File: src/rtl/gat_pkg.sv
// Shared constants for the GAT layer sequencer: FSM state codes, default
// layer/latency parameters and the word-to-byte address shift.
package gat_pkg;

   localparam int DEF_NUM_LAYERS  = 2;
   localparam int DEF_BRAM_RD_LAT = 2;
   localparam int BYTE_SHIFT      = 2;

   localparam logic [2:0] ST_IDLE      = 3'd0;
   localparam logic [2:0] ST_WAIT_LOAD = 3'd1;
   localparam logic [2:0] ST_RUN       = 3'd2;
   localparam logic [2:0] ST_DRAIN     = 3'd3;
   localparam logic [2:0] ST_NEXT      = 3'd4;
   localparam logic [2:0] ST_DONE      = 3'd5;
   localparam logic [2:0] ST_ERROR     = 3'd6;

endpackage

File: src/rtl/gat_seq_skid_fifo.sv
// Small register-based FIFO that absorbs BRAM read data while the output
// stream is back-pressured. Data output is forced to zero when empty.
module gat_seq_skid_fifo #(
   parameter int WIDTH = 32,
   parameter int DEPTH = 4,
   localparam int CNT_W = $clog2(DEPTH + 1),
   localparam int PTR_W = (DEPTH > 1) ? $clog2(DEPTH) : 1
) (
   input  logic             clk,
   input  logic             rst_n,
   input  logic             push_i,
   input  logic [WIDTH-1:0] data_i,
   input  logic             pop_i,
   output logic [WIDTH-1:0] data_o,
   output logic             valid_o,
   output logic [CNT_W-1:0] count_o
);

   logic [WIDTH-1:0] mem_q [DEPTH];
   logic [PTR_W-1:0] wr_q, rd_q;
   logic [CNT_W-1:0] cnt_q;
   logic             do_pop;

   assign do_pop  = pop_i && (cnt_q != '0);
   assign valid_o = (cnt_q != '0);
   assign data_o  = valid_o ? mem_q[rd_q] : '0;
   assign count_o = cnt_q;

   always_ff @(posedge clk) begin
      if (push_i) mem_q[wr_q] <= data_i;
   end

   always_ff @(posedge clk) begin
      if (!rst_n) begin
         wr_q  <= '0;
         rd_q  <= '0;
         cnt_q <= '0;
      end else begin
         if (push_i) wr_q <= (wr_q == PTR_W'(DEPTH - 1)) ? '0 : wr_q + 1'b1;
         if (do_pop) rd_q <= (rd_q == PTR_W'(DEPTH - 1)) ? '0 : rd_q + 1'b1;
         case ({push_i, do_pop})
            2'b10:   cnt_q <= cnt_q + 1'b1;
            2'b01:   cnt_q <= cnt_q - 1'b1;
            default: cnt_q <= cnt_q;
         endcase
      end
   end

   // Read credits upstream guarantee a full FIFO is never pushed without a pop.
   assert property (@(posedge clk) disable iff (!rst_n)
      !(push_i && !do_pop && (cnt_q == CNT_W'(DEPTH))));

endmodule

File: src/rtl/gat_layer_sequencer.sv
// Multi-layer GAT sequencer: gates host load flags into the core, waits for
// the core's layer-complete edge, drains the feature BRAM to a stream.
module gat_layer_sequencer
   import gat_pkg::*;
#(
   parameter int NEW_FEATURE_DEPTH  = 43328,
   parameter int NEW_FEATURE_WIDTH  = 32,
   parameter int NEW_FEATURE_ADDR_W = $clog2(NEW_FEATURE_DEPTH),
   parameter int NUM_LAYERS         = DEF_NUM_LAYERS,
   parameter int BRAM_RD_LAT        = DEF_BRAM_RD_LAT,
   parameter int FIFO_DEPTH         = 4,
   parameter int TIMEOUT_CYCLES     = 2**24
) (
   input  logic                                     clk,
   input  logic                                     rst_n,
   input  logic                                     host_start,
   input  logic                                     host_h_data_load_done,
   input  logic                                     host_h_node_info_load_done,
   input  logic                                     host_wgt_load_done,
   output logic                                     core_h_data_bram_load_done,
   output logic                                     core_h_node_info_bram_load_done,
   output logic                                     core_wgt_bram_load_done,
   output logic                                     gat_layer,
   input  logic                                     gat_ready,
   output logic [NEW_FEATURE_ADDR_W+BYTE_SHIFT-1:0] feat_bram_addrb,
   input  logic [NEW_FEATURE_WIDTH-1:0]             feat_bram_dout,
   output logic [NEW_FEATURE_WIDTH-1:0]             feat_tdata,
   output logic                                     feat_tvalid,
   input  logic                                     feat_tready,
   output logic                                     feat_tlast,
   output logic                                     layer_req,
   output logic                                     busy,
   output logic                                     done,
   output logic                                     err_timeout
);

   localparam int CNT_W  = $clog2(FIFO_DEPTH + 1);
   localparam int TO_W   = $clog2(TIMEOUT_CYCLES + 1);
   localparam int ADDR_W = NEW_FEATURE_ADDR_W;
   localparam int BA_W   = NEW_FEATURE_ADDR_W + BYTE_SHIFT;

   logic [2:0]             state_q, state_d;
   logic                   layer_q;
   logic                   seen_low_q, wgt_low_q, all_iss_q;
   logic [TO_W-1:0]        to_cnt_q;
   logic [ADDR_W-1:0]      rd_idx_q, pop_idx_q;
   logic [BRAM_RD_LAT:0]   vld_pipe_q;
   logic [BA_W-1:0]        addr_q;
   logic                   core_en_q, layer_req_q, done_q, busy_q, err_q;
   logic [CNT_W-1:0]       fifo_cnt;
   logic [CNT_W:0]         occ;
   logic                   load_ok, issue, pop, last_word;

   assign pop       = feat_tvalid && feat_tready;
   assign last_word = (pop_idx_q == ADDR_W'(NEW_FEATURE_DEPTH - 1));
   assign load_ok   = host_h_data_load_done && host_h_node_info_load_done &&
                      host_wgt_load_done && (!layer_q || wgt_low_q);

   // Occupancy = words already buffered plus reads still in the BRAM pipe.
   always_comb begin
      occ = (CNT_W + 1)'(fifo_cnt);
      for (int i = 0; i <= BRAM_RD_LAT; i++) occ = occ + (CNT_W + 1)'(vld_pipe_q[i]);
      issue = (state_q == ST_DRAIN) && !all_iss_q && (occ < (CNT_W + 1)'(FIFO_DEPTH));
   end

   always_comb begin
      state_d = state_q;
      case (state_q)
         ST_IDLE:      if (host_start) state_d = ST_WAIT_LOAD;
         ST_WAIT_LOAD: if (load_ok) state_d = ST_RUN;
         ST_RUN: begin
            if (seen_low_q && gat_ready) state_d = ST_DRAIN;
            else if (to_cnt_q == TO_W'(TIMEOUT_CYCLES - 1)) state_d = ST_ERROR;
         end
         ST_DRAIN:     if (pop && last_word) state_d = ST_NEXT;
         ST_NEXT:      state_d = (layer_q == 1'(NUM_LAYERS - 1)) ? ST_DONE : ST_WAIT_LOAD;
         ST_DONE:      state_d = ST_IDLE;
         ST_ERROR:     if (host_start) state_d = ST_WAIT_LOAD;
         default:      state_d = ST_IDLE;
      endcase
   end

   always_ff @(posedge clk) begin
      if (!rst_n) begin
         state_q     <= ST_IDLE;
         layer_q     <= 1'b0;
         seen_low_q  <= 1'b0;
         wgt_low_q   <= 1'b0;
         to_cnt_q    <= '0;
         rd_idx_q    <= '0;
         pop_idx_q   <= '0;
         all_iss_q   <= 1'b0;
         vld_pipe_q  <= '0;
         addr_q      <= '0;
         core_en_q   <= 1'b0;
         layer_req_q <= 1'b0;
         done_q      <= 1'b0;
         busy_q      <= 1'b0;
         err_q       <= 1'b0;
      end else begin
         state_q <= state_d;

         if (state_d == ST_DONE || ((state_q == ST_IDLE || state_q == ST_ERROR) && host_start))
            layer_q <= 1'b0;
         else if (state_q == ST_NEXT && state_d == ST_WAIT_LOAD)
            layer_q <= layer_q + 1'b1;

         // Completion needs a low sample inside RUN before the high one.
         seen_low_q <= (state_q == ST_RUN) && (seen_low_q || !gat_ready);
         wgt_low_q  <= (state_q == ST_WAIT_LOAD) && (wgt_low_q || !host_wgt_load_done);

         if (state_q != ST_RUN) to_cnt_q <= '0;
         else if (to_cnt_q != TO_W'(TIMEOUT_CYCLES - 1)) to_cnt_q <= to_cnt_q + 1'b1;

         vld_pipe_q <= {vld_pipe_q[BRAM_RD_LAT-1:0], issue};
         if (state_q != ST_DRAIN) begin
            rd_idx_q  <= '0;
            pop_idx_q <= '0;
            all_iss_q <= 1'b0;
         end else begin
            if (issue) begin
               addr_q <= BA_W'(rd_idx_q) << BYTE_SHIFT;
               if (rd_idx_q == ADDR_W'(NEW_FEATURE_DEPTH - 1)) all_iss_q <= 1'b1;
               else rd_idx_q <= rd_idx_q + 1'b1;
            end
            if (pop && !last_word) pop_idx_q <= pop_idx_q + 1'b1;
         end

         core_en_q   <= (state_d == ST_RUN) || (state_d == ST_DRAIN);
         layer_req_q <= (state_q == ST_NEXT) && (state_d == ST_WAIT_LOAD);
         done_q      <= (state_d == ST_DONE);
         busy_q      <= !(state_d == ST_IDLE || state_d == ST_DONE || state_d == ST_ERROR);
         err_q       <= (state_d == ST_ERROR);
      end
   end

   gat_seq_skid_fifo #(
      .WIDTH (NEW_FEATURE_WIDTH),
      .DEPTH (FIFO_DEPTH)
   ) u_fifo (
      .clk     (clk),
      .rst_n   (rst_n),
      .push_i  (vld_pipe_q[BRAM_RD_LAT]),
      .data_i  (feat_bram_dout),
      .pop_i   (pop),
      .data_o  (feat_tdata),
      .valid_o (feat_tvalid),
      .count_o (fifo_cnt)
   );

   assign feat_tlast                      = feat_tvalid && last_word;
   assign core_h_data_bram_load_done      = core_en_q;
   assign core_h_node_info_bram_load_done = core_en_q;
   assign core_wgt_bram_load_done         = core_en_q;
   assign gat_layer                       = layer_q;
   assign feat_bram_addrb                 = addr_q;
   assign layer_req                       = layer_req_q;
   assign done                            = done_q;
   assign busy                            = busy_q;
   assign err_timeout                     = err_q;

endmodule
File: config.mk
export PLATFORM = sky130hd
export DESIGN_NAME = gat_layer_sequencer
export DESIGN_NICKNAME = d
export VERILOG_FILES = /design/src/rtl/gat_pkg.sv /design/src/rtl/gat_seq_skid_fifo.sv /design/src/rtl/gat_layer_sequencer.sv
export SDC_FILE = /design/constraint.sdc
export NUM_CORES = 1
export LEC_CHECK = 0
export BUFFER_PORTS_ARGS = -buffer_cell sky130_fd_sc_hd__buf_2
export CAP_MARGIN = 5
export CORE_ASPECT_RATIO = 0.7
export CORE_MARGIN = 10
export CORE_UTILIZATION = 58
export CTS_CLUSTER_SIZE = 40
export DETAILED_ROUTE_END_ITERATION = 8
export MAX_ROUTING_LAYER = met4
export PLACE_DENSITY = 0.79
export SYNTH_ARGS = -nofsm -noshare
export SYNTH_HDL_FRONTEND = slang
export SYNTH_HIERARCHICAL = 1
export SYNTH_SLANG_ARGS = --single-unit
File: constraint.sdc
create_clock -name clk -period 2.8 [get_ports clk]
set_input_delay 0.56 -clock clk [delete_from_list [all_inputs] [get_ports clk]]
set_output_delay 0.56 -clock clk [all_outputs]
set_load 0.05 [all_outputs]
; Word level (Yosys, flattened, before mapping)
; Memory sizes are Yosys's and may differ from the RTL's. A register that Yosys moved wholly into a read port is not among the register bits.
; Index checks and enable logic that the tools add are counted.
[classes]
n_addsub = 11
n_lt_le_gt_ge = 1
n_eq_ne = 20
n_mux = 15
bitwise = 3
n_reduce_logical = 40
[ops]
columns = operator, n
row1 = "16-bit by 1-bit adder with 16-bit output, second input constant", 2
row2 = "16-bit == test, second input constant", 2
row3 = 32-bit two-way mux, 1
row4 = "25-bit by 1-bit adder with 25-bit output, second input constant", 1
row5 = "25-bit by 24-bit == test with 1-bit output, second input constant", 1
row6 = "25-bit by 24-bit inequality test with 1-bit output, second input constant", 1
row7 = 3-bit two-way mux, 6
row8 = 1-bit logical AND, 15
row9 = 3-bit case mux with 5 select lines, 1
row10 = "3-bit by 2-bit == test with 1-bit output, second input constant", 4
row11 = "3-bit == test, second input constant", 4
row12 = 4-bit by 1-bit adder with 4-bit output, 2
row13 = 1-bit logical OR, 8
row14 = 2-bit two-way mux, 4
row15 = 2-bit OR reduction, 4
row16 = "2-bit == test, second input constant", 3
row17 = "3-bit by 1-bit == test with 1-bit output, second input constant", 2
row18 = 1-bit zero test, 6
row19 = 3-bit zero test, 2
row20 = "3-bit by 2-bit inequality test with 1-bit output, second input constant", 2
row21 = 3-bit case mux with 2 select lines, 1
row22 = 2-bit AND reduction, 3
row23 = "2-bit by 1-bit adder with 2-bit output, second input constant", 2
row24 = 3-bit by 1-bit adder with 4-bit output, 1
row25 = 9 further kinds, 12
[totals]
register_bits = 95
ram_bits = 128
in_bits = 40
out_inout_bits = 60
word_cells = 109
memories = 1
[memory_table]
columns = memory, words, width, rd, rd_ports_with_merged_regs, write_ports, line
row1 = u_fifo.mem_q, 4, 32, 1, 1, 1, gat_seq_skid_fifo.sv:19  ; logic [WIDTH-1:0] mem_q [DEPTH];

; Logic depth before layout (Yosys ltp)
[depth]
word_depth = 9
mapped_depth = 11

; Cells and area by module
; Netlist, hierarchy kept.
[modules_own_cells]
columns = mod, n_inst, cells_each, area_per_inst_um2, seq_area_each_um2
row1 = gat_seq_skid_fifo, 1, 251, 5331.4, 4023.9
row2 = gat_layer_sequencer, 1, 470, 4071.4, 1761.7

; Worst setup path after synthesis
; Ideal clock, no wire load.
[synth_timing]
path_kind = register to register
from = register u_fifo.cnt_q[0], in the netlist u_fifo/count_o[0]
to = register u_fifo.cnt_q[2], in the netlist u_fifo/count_o[2]
arrival_time_ps = 2944
slack_ps = -220
path_stages_with_launch = 12
synth_period_minus_slack_ps = 3020
path_cell_list = dfxtp_1 -> or3_1 -> clkbuf_1 -> and2_1 -> clkbuf_1 -> o31a_1 -> ha_1 -> inv_1 -> fa_1 -> xor2_1 -> or3_1 -> a21boi_0
[synth_via]
elab_chain_cells = 5
[synth_rtl]
columns = item, line
row1 = from (decl), gat_seq_skid_fifo.sv:21  ; logic [CNT_W-1:0] cnt_q;
row2 = from (signal assigned), gat_seq_skid_fifo.sv:42  ; 2'b10: cnt_q <= cnt_q + 1'b1;
row3 = from (signal assigned), gat_seq_skid_fifo.sv:43  ; 2'b01: cnt_q <= cnt_q - 1'b1;
row4 = from (signal assigned), gat_seq_skid_fifo.sv:44  ; default: cnt_q <= cnt_q;
row5 = 3-bit nonzero test *, gat_seq_skid_fifo.sv:25  ; assign valid_o = (cnt_q != '0);
row6 = via feat_tvalid, gat_layer_sequencer.sv:28  ; output logic feat_tvalid,
row7 = 1-bit logical AND *, gat_layer_sequencer.sv:54  ; assign pop = feat_tvalid && feat_tready;
row8 = via pop, gat_layer_sequencer.sv:52  ; logic load_ok, issue, pop, last_word;
row9 = 1-bit logical AND *, gat_seq_skid_fifo.sv:24  ; assign do_pop = pop_i && (cnt_q != '0);
row10 = via u_fifo.do_pop, gat_seq_skid_fifo.sv:22  ; logic do_pop;
row11 = 2-bit by 1-bit == test with 1-bit output / 2-bit == test (equally long branches), gat_seq_skid_fifo.sv:41  ; case ({push_i, do_pop})
row12 = 3-bit case mux with 2 select lines / 2-bit nonzero test (equally long branches), n/a
; The timed path passes the listed nets; every way through them passes the cells marked *.
; A chain may end at the register's enable or synchronous reset.

; Final worst setup path
[layout_timing]
from = register pop_idx_q[6]
to = output port feat_tlast
[layout_via]
elab_chain_cells = 2
[layout_rtl]
columns = item, line
row1 = from (decl), gat_layer_sequencer.sv:46  ; logic [ADDR_W-1:0] rd_idx_q, pop_idx_q;
row2 = from (signal assigned), gat_layer_sequencer.sv:126  ; if (pop && !last_word) pop_idx_q <= pop_idx_q + 1'b1;
row3 = 16-bit == test, gat_layer_sequencer.sv:55  ; assign last_word = (pop_idx_q == ADDR_W'(NEW_FEATURE_DEPTH - 1));
row4 = 1-bit logical AND, gat_layer_sequencer.sv:151  ; assign feat_tlast = feat_tvalid && last_word;
row5 = to (decl), gat_layer_sequencer.sv:30  ; output logic feat_tlast,
; No other way between the ends.

==> results.yml <==
cts:
  cts_max_level: 1
  cts_hold_buf: 0
  cts_sinks: 225
  clkLatencyLatePin_ns: 0.50
  cts_tree: "built"
  clkTransAtPathRegs_ns: 0.06
  cts-resized-gates: 0
  root_buffer: "clkbuf_16"
  numCtsBuffers: 22
  clock_path_buffers: 3
  post_cts_buffers: 0
synth:
  syn_avg_cell_area_sq_um: 13.0
  async_flop_share: 0
  yosysWarnings: 6
  synth_cell_types: 62
  synth-main-ff-cell: "edfxtp_1"
  synth_area_leader_cell: "edfxtp_1"
  synth_edf_count: 128
  synth_top_area_share: 0.409
  netlist_area_sq_um: 9400
  syn-instance-count: 721
  synth-seq-cells: 225
  yosysSeqAreaShare: 0.615
  yosys-top-cells-area: "edfxtp_1, dfxtp_1, mux4_2, and2_1, nand2_1"
floorplanning:
  io_pins: 100
  die_h_microns: 127
  initial_core_util: 0.599
  core_sq_um: 15700
  rows: 38
  die-area_sq_um: 21800
  fp.dieW_microns: 172
sta:
  slew_headroom: 0.472
  worstMarginPinSlew_ns: 0.790
  max_freq_mhz: 376
  setup_viol: 0
  min_period_ns: 2.66
  hold_violations: 0
  clock_skew_ns: 0.0118
  fin_crit_sh: 0.951
  finalMaxSlewViolations: 0
  setup-tns-final_ns: 0
  rsz0062_at_grt: "no"
  timing.hold.ws_ns: 0.259
setup_path:
  worst-path-buf-inv: 1
  timing.rr.end: "rd_idx_q[4]"
  worst-path-max-fanout: 4
  regToRegSetupSlack_ns: 0.29
  worst-path-stages: 4
  cp.arrival_ns: 2.10
  crit_path_end: "feat_tlast"
  required_ns: 2.24
  slowest_stage: "or4b_4"
  r2r_cells: 10
  path_class: "reg2out"
  critPathTopFamily: "simple AND/OR/NAND/NOR gates"
  r2r-start: "u_fifo/count_o[0]"
  critPathMaxStageDelay_ns: 0.55
  path_cells: "or4b_4 > nor4_4 > and2_1 > buf_2"
  startpoint_type: "flip-flop"
  cp-startpoint: "pop_idx_q[6]"
  worst_setup_path_end_kind: "output pin"
finish:
  mostFrequentLayoutCells: "edfxtp_1, buf_2, dfxtp_1"
  drive_gt1_frac: 0.226
  fillers: 1080
  area_growth_pct: 15.2
  nNetsFinal: 878
  final_common_cell: "edfxtp_1"
  fin_util: 0.691
  final_area_sq_um: 10800
routing:
  finalWirelength_mm: 19.8
  wire_per_inst_microns: 19.0
  first_pass_iters: 6
  detail-route-antenna-nets: 0
  num_vias: 6017
  first_iter_violations: 729
  drc_errors: 0
  viasPerCell: 5.77
min_path:
  min_path_type: "in2reg"
  hp-start: "gat_ready"
power_and_ir_drop:
  p_per_area_nw_per_um2: 626
  p_leak_nw: 3.78
  vdd_ir_drop_max_v: 0.000400
run:
  maxCapViolCount: 0
grt:
  grt_max_degree: 36
  grt_use_total: 0.184
  overflow: 0
  antenna_found_initial: 1
  grt_pass1_wl_mm: 31.8
  grt_pass1_vias: 6147
status:
  status: "completed"
placement:
  io_buffers: 97
  dp_hpwl_mm: 12.7
  dpl_cell_area_sq_um: 10100
  gp_congestion: 0.881
-- power breakdown --
| part | internal, W | leakage (nW) | total (W) | switching (W) |
|---|---|---|---|---|
| registers | 0.00350 | 1.93 | 0.00351 | 0.0000119 |
| logic | 0.0000601 | 1.48 | 0.000205 | 0.000145 |
| clock network | 0.00186 | 0.364 | 0.00306 | 0.00120 |
-- per-stage QoR --
step	instances	total power (W)	setup slack (ns)
CTS	1041	0.00684	0.105
detailed placement	1002	0.00379	0.379
finish	1043	0.00678	0.137
global route	1042	0.00699	0.0515
global placement	1002	0.00378	0.441
floorplan	722	0.00371	0.0862
-- registers in the layout (all words and copies together), names as in the netlist, 3 cells and up, named ones only --
register and cells:
vld_pipe_q 3, rd_idx_q 16, to_cnt_q 25, state_q 3, u_fifo/mem_q 128, feat_bram_addrb 16, u_fifo/count_o 3, pop_idx_q 16
-- cells in the mapped netlist, types with 4 or more instances --
cell type	count
o21ai_0	23
a31oi_1	4
and3_1	9
nor4b_1	5
a21boi_0	17
clkbuf_1	19
nand3_1	17
nand2_1	61
ha_1	10
and2_1	51
xnor2_1	24
or3_1	13
mux4_2	30
edfxtp_1	128
xor2_1	16
and4_1	6
mux2i_1	5
buf_2	6
o211ai_1	4
inv_1	19
nor2b_1	6
buf_4	4
nor4_1	4
nor3_1	9
a21oi_1	16
nand4_1	12
nor2_1	53
dfxtp_1	97
nand2b_1	4
-- routing by layer --
metal	track usage	vias to the layer above	routed length (microns)
met5	-	-	0
met4	0.0415	0	299
met3	0.0344	31	1310
met2	0.300	195	9830
met1	0.237	2933	8380
li1	-	2858	-
-- worst min-delay path by stage --
stage	to	slack [ns]	depth (start not counted)
finish	seen_low_q	0.26	2
detailed placement	seen_low_q	0.45	2
CTS	seen_low_q	0.25	2
floorplan	to_cnt_q[24]	0.42	1
global route	seen_low_q	0.25	2
global placement	to_cnt_q[24]	0.43	1
-- area by class of cell --
class,count,area [sq um],area share
Antenna cell,2,5.00,0.000462
Clock buffer,25,583,0.0538
Clock inverter,14,174,0.0161
Inverter,19,71.3,0.00658
Multi-Input combinational cell,445,3350,0.309
Sequential cell,225,5790,0.534
Tap cell,200,250,0.0231
Timing Repair Buffer,113,618,0.0570
-- kinds of logic (layout without fill, tap and decap cells) --
group,after synthesis,after routing,share of synthesized area
compound gates,83,83,0.0587
xor+xnor,40,40,0.0373
fa+ha+maj,12,12,0.0176
buf+inv,52,171,0.0291
flops,225,225,0.615
mux,37,37,0.0828
other cells,1,4,0.000399
simple gates,271,271,0.159
Power figures use the tool's default switching activity.
